**config.mk**
```make
export PLATFORM = sky130hd
export DESIGN_NAME = hash_job_timer_ctrl
export DESIGN_NICKNAME = d
export VERILOG_FILES = /design/src/rtl/hash_ctrl_pkg.sv /design/src/rtl/hash_job_timer_ctrl_usec_prescaler.sv /design/src/rtl/hash_job_timer_ctrl.sv
export SDC_FILE = /design/constraint.sdc
export NUM_CORES = 1
export LEC_CHECK = 0
export BUFFER_PORTS_ARGS = -buffer_cell sky130_fd_sc_hd__buf_2
export CAP_MARGIN = 20
export CORE_MARGIN = 5
export CORE_UTILIZATION = 63
export CTS_CLUSTER_DIAMETER = 30
export DETAILED_ROUTE_END_ITERATION = 6
export GPL_ROUTABILITY_DRIVEN = 0
export PLACE_DENSITY = 0.88
export REMOVE_ABC_BUFFERS = 1
export SLEW_MARGIN = 20
export SYNTH_ARGS = -nofsm -noshare
export SYNTH_HDL_FRONTEND = slang
export SYNTH_SLANG_ARGS = --single-unit
export TNS_END_PERCENT = 50
```
**constraint.sdc**
```tcl
create_clock -name clk -period 15.3 [get_ports clk]
set_clock_uncertainty 0.05 [all_clocks]
set_input_delay 3.06 -clock clk [delete_from_list [all_inputs] [get_ports clk]]
set_output_delay 3.06 -clock clk [all_outputs]
set_load 0.03 [all_outputs]
```
**src/rtl/hash_ctrl_pkg.sv**
```systemverilog
// Shared types for the hash job/timer controller: FSM states, end-of-job
// causes and the cause priority encoder.
package hash_ctrl_pkg;

  typedef enum logic [1:0] {
    ST_IDLE,
    ST_RUN,
    ST_REPORT
  } state_t;

  typedef enum logic [1:0] {
    CAUSE_FOUND   = 2'd0,
    CAUSE_TIMEOUT = 2'd1,
    CAUSE_EXHAUST = 2'd2,
    CAUSE_ABORT   = 2'd3
  } cause_t;

  // Several end events can land in the same cycle; abort wins, then a found
  // nonce, then exhaustion, and timeout only when nothing else happened.
  function automatic cause_t pick_cause(input logic abort_ev,
                                        input logic found_ev,
                                        input logic exhaust_ev);
    if (abort_ev)        return CAUSE_ABORT;
    else if (found_ev)   return CAUSE_FOUND;
    else if (exhaust_ev) return CAUSE_EXHAUST;
    else                 return CAUSE_TIMEOUT;
  endfunction

endpackage

```
**src/rtl/hash_job_timer_ctrl_usec_prescaler.sv**
```systemverilog
// usec_prescaler: divides clk down to a one-cycle strobe every CLK_PER_USEC
// enabled cycles. clear restarts the count at 0 and wins over enable.
module usec_prescaler #(
  parameter int CLK_PER_USEC = 100
) (
  input  logic clk,
  input  logic rst_n,
  input  logic clear,
  input  logic en,
  output logic stb
);

  localparam int CW = (CLK_PER_USEC > 1) ? $clog2(CLK_PER_USEC) : 1;
  localparam logic [CW-1:0] TERM = CW'(CLK_PER_USEC - 1);

  logic [CW-1:0] cnt_q;

  // Strobe is combinational so the usec counter bumps in the terminal cycle.
  assign stb = en && (cnt_q == TERM);

  // Free-running modulo counter while enabled.
  always_ff @(posedge clk or negedge rst_n) begin
    if (!rst_n)      cnt_q <= '0;
    else if (clear)  cnt_q <= '0;
    else if (en)     cnt_q <= (cnt_q == TERM) ? '0 : cnt_q + CW'(1);
  end

endmodule

```
**src/rtl/hash_job_timer_ctrl.sv**
```systemverilog
// hash_job_timer_ctrl: runs one nonce-search job on the hash core, times it
// in microseconds, and hands a result record to the dispatcher.
// Optional build macro HASH_JOB_STATS_EN adds job/timeout statistics outputs.
module hash_job_timer_ctrl
  import hash_ctrl_pkg::*;
#(
  parameter int CLK_PER_USEC = 100,
  parameter int NONCE_W      = 32,
  parameter int TIME_W       = 32
) (
  input  logic               clk,
  input  logic               rst_n,
  input  logic               job_start,
  input  logic [TIME_W-1:0]  timeout_us,
  input  logic               job_abort,
  input  logic               nonce_done,
  input  logic               golden_found,
  output logic               core_en,
  output logic               core_tick,
  output logic               busy,
  output logic               rpt_valid,
  input  logic               rpt_ready,
  output logic [1:0]         rpt_cause,
  output logic [NONCE_W-1:0] rpt_nonces,
  output logic [TIME_W-1:0]  rpt_usec
`ifdef HASH_JOB_STATS_EN
  ,
  output logic [15:0]        stat_jobs,
  output logic [15:0]        stat_timeouts
`endif
);

  state_t               state_q, state_d;
  logic [TIME_W-1:0]    limit_q, usec_q, usec_d;
  logic [NONCE_W-1:0]   nonces_q, nonces_d;
  logic                 tick_q;
  cause_t               cause_q;
  logic                 usec_stb, run, job_accept, xfer;
  logic                 usec_inc, nonce_inc;
  logic                 ev_abort, ev_found, ev_exhaust, ev_timeout, job_end;

  assign run        = (state_q == ST_RUN);
  assign job_accept = (state_q == ST_IDLE) && job_start;
  assign xfer       = (state_q == ST_REPORT) && rpt_ready;

  usec_prescaler #(.CLK_PER_USEC(CLK_PER_USEC)) u_prescaler (
    .clk   (clk),
    .rst_n (rst_n),
    .clear (job_accept),
    .en    (run),
    .stb   (usec_stb)
  );

  // Saturating next values; the report captures these so an end event sees
  // its own cycle's increments.
  assign usec_inc   = run && usec_stb && !(&usec_q);
  assign nonce_inc  = run && nonce_done && !(&nonces_q);
  assign usec_d     = usec_q + TIME_W'(usec_inc);
  assign nonces_d   = nonces_q + NONCE_W'(nonce_inc);

  assign ev_abort   = run && job_abort;
  assign ev_found   = run && golden_found;
  assign ev_exhaust = run && nonce_done && (&nonces_q);
  // Timeout fires only on the step that lands on the limit, never when saturated.
  assign ev_timeout = usec_inc && (limit_q != '0) && (usec_d == limit_q);
  assign job_end    = ev_abort || ev_found || ev_exhaust || ev_timeout;

  // State register.
  always_ff @(posedge clk or negedge rst_n) begin
    if (!rst_n) state_q <= ST_IDLE;
    else        state_q <= state_d;
  end

  // Next-state and state-decoded outputs.
  always_comb begin
    state_d   = state_q;
    core_en   = 1'b0;
    busy      = 1'b0;
    rpt_valid = 1'b0;
    case (state_q)
      ST_IDLE: begin
        if (job_start) state_d = ST_RUN;
      end
      ST_RUN: begin
        core_en = 1'b1;
        busy    = 1'b1;
        if (job_end) state_d = ST_REPORT;
      end
      ST_REPORT: begin
        busy      = 1'b1;
        rpt_valid = 1'b1;
        if (rpt_ready) state_d = ST_IDLE;
      end
      default: state_d = ST_IDLE;
    endcase
  end

  // Job counters: cleared on accept, advance only while running.
  always_ff @(posedge clk or negedge rst_n) begin
    if (!rst_n) begin
      limit_q  <= '0;
      usec_q   <= '0;
      nonces_q <= '0;
    end else if (job_accept) begin
      limit_q  <= timeout_us;
      usec_q   <= '0;
      nonces_q <= '0;
    end else if (run) begin
      usec_q   <= usec_d;
      nonces_q <= nonces_d;
    end
  end

  // One-cycle clear pulse to the shared time counter, first RUN cycle only.
  always_ff @(posedge clk or negedge rst_n) begin
    if (!rst_n) tick_q <= 1'b0;
    else        tick_q <= job_accept;
  end

  assign core_tick = tick_q;

  // Report record loads once at job end and holds through the handshake.
  always_ff @(posedge clk or negedge rst_n) begin
    if (!rst_n) begin
      cause_q    <= CAUSE_FOUND;
      rpt_nonces <= '0;
      rpt_usec   <= '0;
    end else if (job_end) begin
      cause_q    <= pick_cause(ev_abort, ev_found, ev_exhaust);
      rpt_nonces <= nonces_d;
      rpt_usec   <= usec_d;
    end
  end

  assign rpt_cause = cause_q;

`ifdef HASH_JOB_STATS_EN
  // Handshake statistics, wrapping, cleared only by reset.
  always_ff @(posedge clk or negedge rst_n) begin
    if (!rst_n) begin
      stat_jobs     <= '0;
      stat_timeouts <= '0;
    end else if (xfer) begin
      stat_jobs <= stat_jobs + 16'd1;
      if (cause_q == CAUSE_TIMEOUT) stat_timeouts <= stat_timeouts + 16'd1;
    end
  end
`endif

endmodule

```
# After elaboration in Yosys (flattened, before gate mapping)
# Cells that the tools add are included.
[word_totals]
register_bits = 172
wordCells = 59
[classes]
n_addsub = 3
n_eq_ne = 7
mux = 17
n_reduce_logical = 23
[ops]
columns = ["op", "count"]
rows = [
  ["2-to-1 mux 32 bit", 4],
  ["adder 32 x 1 -> 32 bit", 2],
  ["AND reduction 32 bit", 2],
  ["== test 32 bit", 1],
  ["nonzero test 32 bit", 1],
  ["2-to-1 mux 7 bit", 3],
  ["2-to-1 mux 2 bit", 6],
  ["logical AND 1 bit", 11],
  ["adder 7 x 1 -> 7 bit, second input constant", 1],
  ["== test 7 bit, second input constant", 1],
  ["one-hot mux 2 bit (3 select lines)", 1],
  ["inequality test 2 bit, second input constant", 2],
  ["logical OR 1 bit", 3],
  ["2-to-1 mux 1 bit", 3],
  ["AND reduction 3 bit", 1],
  ["== test 2 x 1 -> 1 bit, second input constant", 1],
  ["== test 2 bit, second input constant", 1],
  ["logical NOT 1 bit", 2],
  ["logical NOT 2 bit", 1],
  ["inequality test 2 x 1 -> 1 bit, second input constant", 1],
  ["nonzero test 2 bit", 1],
  ["OR reduction 2 bit", 1],
]

# Depth between registers and ports, before layout
[depth]
depth_word = 10
mapped_depth = 22
depth_no_buf = 16

# Hierarchy
# A second synthesis with hierarchy kept.
[unflattened]
hier_cells = 1015
area_unflattened_um2 = 10279.9
[modules_own_cells]
columns = ["mod", "instances", "cells_per_inst", "area_per_inst_um2"]
rows = [
  ["hash_job_timer_ctrl", 1, 973, 9879.5],
  ["usec_prescaler", 1, 42, 400.4],
]

# Worst setup path after synthesis
# Ideal clock, no wire load.
[synth_timing]
path_kind = "reg-to-reg"
start = "reg state_q[1]"
end = "reg rpt_nonces[0]"
setup_ns = 0.125
arrival_time_ns = 5.050
t_required_ns = 15.125
setup_slack_ns = 10.075
stages_incl_launch_ff = 23
path_buffers = 7
path_cell_list = "dfrtp_1 inv_1 ha_1 clkbuf_1 clkbuf_1 clkbuf_1 nand2_1 a21oi_1 ha_1 ha_1 clkbuf_1 nand3_1 clkbuf_1 nor4_1 xor2_1 xnor2_1 o2111ai_1 a2111oi_2 nand4_1 and2_1 buf_6 buf_6 mux2_4"
[synth_between]
elab_chain_cells = 8
[synth_rtl]
columns = ["item", "line", "rtl"]
rows = [
  ["from (decl)", "hash_job_timer_ctrl.sv:33", "state_t state_q, state_d;"],
  ["from (signal assigned)", "hash_job_timer_ctrl.sv:71", "else state_q <= state_d;"],
  ["== test 2 x 1 -> 1 bit *", "hash_job_timer_ctrl.sv:42", "assign run = (state_q == ST_RUN);"],
  ["logical AND 1 bit", "hash_job_timer_ctrl_usec_prescaler.sv:19", "assign stb = en && (cnt_q == TERM);"],
  ["logical AND 1 bit (2 in a row)", "hash_job_timer_ctrl.sv:56", "assign usec_inc = run && usec_stb && !(&usec_q);"],
  ["adder 32 x 1 -> 32 bit", "hash_job_timer_ctrl.sv:58", "assign usec_d = usec_q + TIME_W'(usec_inc);"],
  ["== test 32 bit", "hash_job_timer_ctrl.sv:65", "assign ev_timeout = usec_inc && (limit_q != '0) && (usec_d == limit_q);"],
  ["logical AND 1 bit", "hash_job_timer_ctrl.sv:65", ""],
  ["logical OR 1 bit", "hash_job_timer_ctrl.sv:66", "assign job_end = ev_abort || ev_found || ev_exhaust || ev_timeout;"],
  ["to (signal assigned)", "hash_job_timer_ctrl.sv:130", "rpt_nonces <= nonces_d;"],
  ["to (decl)", "hash_job_timer_ctrl.sv:24", "output logic [NONCE_W-1:0] rpt_nonces,"],
]
# Mark *: on every way between the ends. The rest lies on a longest branch, timed or not.
# A chain may end at the register's enable or synchronous reset.

# Final worst setup path
[layout_timing]
start = "reg u_prescaler.cnt_q[0]"
end = "reg rpt_usec[1]"
[layout_between]
elab_chain_cells = 8
[layout_rtl]
columns = ["item", "line", "rtl"]
rows = [
  ["from (decl)", "hash_job_timer_ctrl_usec_prescaler.sv:16", "logic [CW-1:0] cnt_q;"],
  ["from (signal assigned)", "hash_job_timer_ctrl_usec_prescaler.sv:25", "else if (en) cnt_q <= (cnt_q == TERM) ? '0 : cnt_q + CW'(1);"],
  ["== test 7 bit *", "hash_job_timer_ctrl_usec_prescaler.sv:19", ""],
  ["logical AND 1 bit *", "hash_job_timer_ctrl_usec_prescaler.sv:19", ""],
  ["logical AND 1 bit * (2 in a row)", "hash_job_timer_ctrl.sv:56", ""],
  ["adder 32 x 1 -> 32 bit", "hash_job_timer_ctrl.sv:58", ""],
  ["== test 32 bit", "hash_job_timer_ctrl.sv:65", ""],
  ["logical AND 1 bit", "hash_job_timer_ctrl.sv:65", ""],
  ["logical OR 1 bit", "hash_job_timer_ctrl.sv:66", ""],
  ["to (signal assigned)", "hash_job_timer_ctrl.sv:131", "rpt_usec <= usec_d;"],
  ["to (decl)", "hash_job_timer_ctrl.sv:25", "output logic [TIME_W-1:0] rpt_usec"],
]
# Marks and branches as above.

==> impl_metrics.toml <==
[run_status]
outcome = "complete, no violations"

[timing]
setup_viol = 0
tightest_slew_ps = 986
rsz0062_at_grt = "no"
slew_viol_final = 0
finalSetupTns_ps = 0
slew_headroom = 0.343
max_clock_freq_mhz = 168
fin_crit_ps = 5950
final_hold_viol_count = 0
hold-worst-slack_ps = 454
setup_ws_ps = 9350
timing.final.crit_share = 0.389

[final_layout]
fillCellCount = 1059
final-seq-area_um2 = 4300
syn_to_final_growth_pct = 11.7
fin_area_um2 = 10600
antenna_cells = 0
multi_input_area_um2 = 4830
fin_nets = 1053
drive_gt1_frac = 0.222
fin_util = 0.722
final_cells = 1201

[critical_path]
end_kind = "register"
cp_slowest_cell = "and2_4"
required_ps = 15560
arrival_ps = 6200
crit_type = "register to register"
crit_chain = "ha_1 > nand4b_1 > nor3_1 > nand2_1 > a21oi_1 > ha_1 > ha_1 > nand3_1 > or4_1 > nor3_1 > xnor2_1 > nand2_1 > nor4b_1 > nand4_1 > buf_4 > and2_4 > mux2_2"
worstPathMaxFanout = 64
cp_common_cell = "ha_1"
cp-start-kind = "register"
max_stage_delay_ps = 860

[global_routing]
grt_max_degree = 94
grt_antenna_before_repair = 0
grt_pass1_vias = 7193
grt_overflow = 0
grt_pass1_wl_mm = 36.9
groute.usage.overall = 0.260

[run]
maxCapViolCount = 0

[cts]
clock_sinks = 172
postCtsResizedCells = 0
root_buffer = "clkbuf_16"
clock_path_buffers = 2
post-cts-setup-buffer-count = 0
clock_latency_ps = 430
holdBufCountCts = 0
path_clk_slew_ps = 70
cts_tree = "yes"
cts_htree_levels = 4
numCtsBuffers = 17

[routing]
drc_errors = 0
viasPerCell = 6.16
wirelength_mm = 23.0
wire_per_inst_um = 19.1
postRouteAntennaNets = 0
drt_iter0_drc = 890
firstDrtPassIters = 6
via_count = 7401

[place]
dp.cells = 1169
io_buffers = 108
pre_cts_slack_ps = 9340
post_dp_cell_area_um2 = 10000
hpwl_mm = 15.7

[synthesis]
synth-compound-area-share = 0.0607
synthArstFlopShare = 1.00
ys.flop_type = "dfrtp_1"
synth.area.mux_share = 0.102
synth_area_um2 = 9470
ys_seq_elements = 172
postSynthAreaPerCell_um2 = 10.1
ys_types = 59
ys_warn_count = 0
synth_top_family_by_area = "simple AND/OR/NAND/NOR gates"
syn_inst = 936
yosys.area_share.simple = 0.192
synthAdderAreaFrac = 0.0132
synth_xor_xnor_area_share = 0.141
ys_seq_area_frac = 0.455
synth_edf_count = 0

[floorplan]
core_um2 = 14600
dieArea_um2 = 17600
die_w_um = 133
initial_core_util = 0.647
io-pin-count = 109
die_h_um = 133
num_rows = 44

[power]
ir_drop_mv = 0.134
power_density_nw_per_um2 = 131
p_leak_nw = 4.88
power_mw = 1.39

[hold_path]
min_path_type = "register to register"
## kinds of logic (layout without fill, tap and decap cells)
logic type / Yosys count / count (layout)
DFF: 172 / 172
xor gates and xnor gates: 149 / 149
buffers and inverters: 79 / 160
AOI/OAI and AO/OA: 96 / 96
and+or+nand+nor: 354 / 354
adders and majority gates: 10 / 10
muxes: 76 / 76
## synthesized netlist by cell type, drive strengths merged (4+ instances only)
library cell | instances | area share
a31oi | 5 | 0.0033
inv | 15 | 0.0059
nor4 | 18 | 0.016
o21ai | 43 | 0.023
mux2i | 8 | 0.0085
nor3 | 15 | 0.0079
nor2 | 88 | 0.035
dfrtp | 172 | 0.45
mux2 | 68 | 0.093
ha | 10 | 0.013
xor2 | 66 | 0.061
xnor2 | 81 | 0.075
and3 | 23 | 0.015
and2 | 10 | 0.0066
nand2 | 67 | 0.027
clkbuf | 40 | 0.016
buf | 24 | 0.015
and4 | 5 | 0.0046
a21oi | 25 | 0.013
nor2b | 4 | 0.0026
nor3b | 8 | 0.0063
or3 | 12 | 0.0079
nand3 | 63 | 0.033
nand4 | 30 | 0.022
## layout make-up
type / instances / share of cell area
repair buffers: 113 / 0.0553
multi-input cells: 685 / 0.456
well taps: 184 / 0.0218
flip-flops and latches: 172 / 0.407
inverters: 15 / 0.00532
clock inverters: 14 / 0.0127
clock buffers: 18 / 0.0415
## state kept, by name, indices dropped and copies added (netlist names)
name               cells
usec_q                32
rpt_nonces            32
u_prescaler.cnt_q      7
rpt_cause              2
state_q                2
nonces_q              32
rpt_usec              32
core_tick              1
limit_q               32
## power by group
part           switching, mW  internal (mW)
logic                  0.221          0.154
registers             0.0779          0.512
clock network          0.189          0.232
total                  0.488          0.898
## cells in the final DEF, fill, tap and decap left out, types with 3 or more instances in the layout
cell,instances
nand2_1,67
buf_4,5
mux2_4,31
o21ai_0,43
or3_1,12
nand3_1,63
buf_2,107
dfrtp_1,172
nand4_1,28
o32ai_1,3
inv_1,15
mux2_2,37
nor3_1,15
nor2_1,88
clkbuf_16,17
xnor2_1,81
xor2_1,66
a21oi_1,25
a31oi_1,5
nor2b_1,4
and2_1,7
nor3b_1,8
and4_1,5
ha_1,9
o2111ai_1,3
and3_1,22
mux2i_1,8
clkinvlp_4,4
nor4_1,15
inv_6,5
## critical path, delay by kind of cell, from the launching register on
family	cells	cell delay (ps)
flops	1	430
mux	1	420
buf+inv	1	330
xor+xnor	1	190
fa+ha+maj	3	840
simple gates	10	3360
compound gates	1	160
## per-layer routing
metal,wire [µm],GRT usage,vias to the layer above
li1,-,-,3370
met1,9300,0.334,3607
met2,11300,0.431,356
met3,1620,0.0581,68
met4,702,0.0999,0
met5,0,0,-
## worst paths after layout
check                                                  from                         end  slack (ps)  cells past startpoint
setup reg to reg           u_prescaler.cnt_q[0]$_DFFE_PN0P_     rpt_usec[1]$_DFFE_PN0P_        9350                     17
hold reg to reg                  rpt_nonces[27]$_DFFE_PN0P_  rpt_nonces[27]$_DFFE_PN0P_         450                      2
max in group asynchronous                             rst_n     limit_q[29]$_DFFE_PN0P_       11030                      2
setup / recovery           u_prescaler.cnt_q[0]$_DFFE_PN0P_     rpt_usec[1]$_DFFE_PN0P_        9350                     17
hold / removal                   rpt_nonces[27]$_DFFE_PN0P_  rpt_nonces[27]$_DFFE_PN0P_         450                      2
min in group asynchronous                             rst_n   rpt_nonces[9]$_DFFE_PN0P_        2640                      1
(Power assumes the default switching activity.)
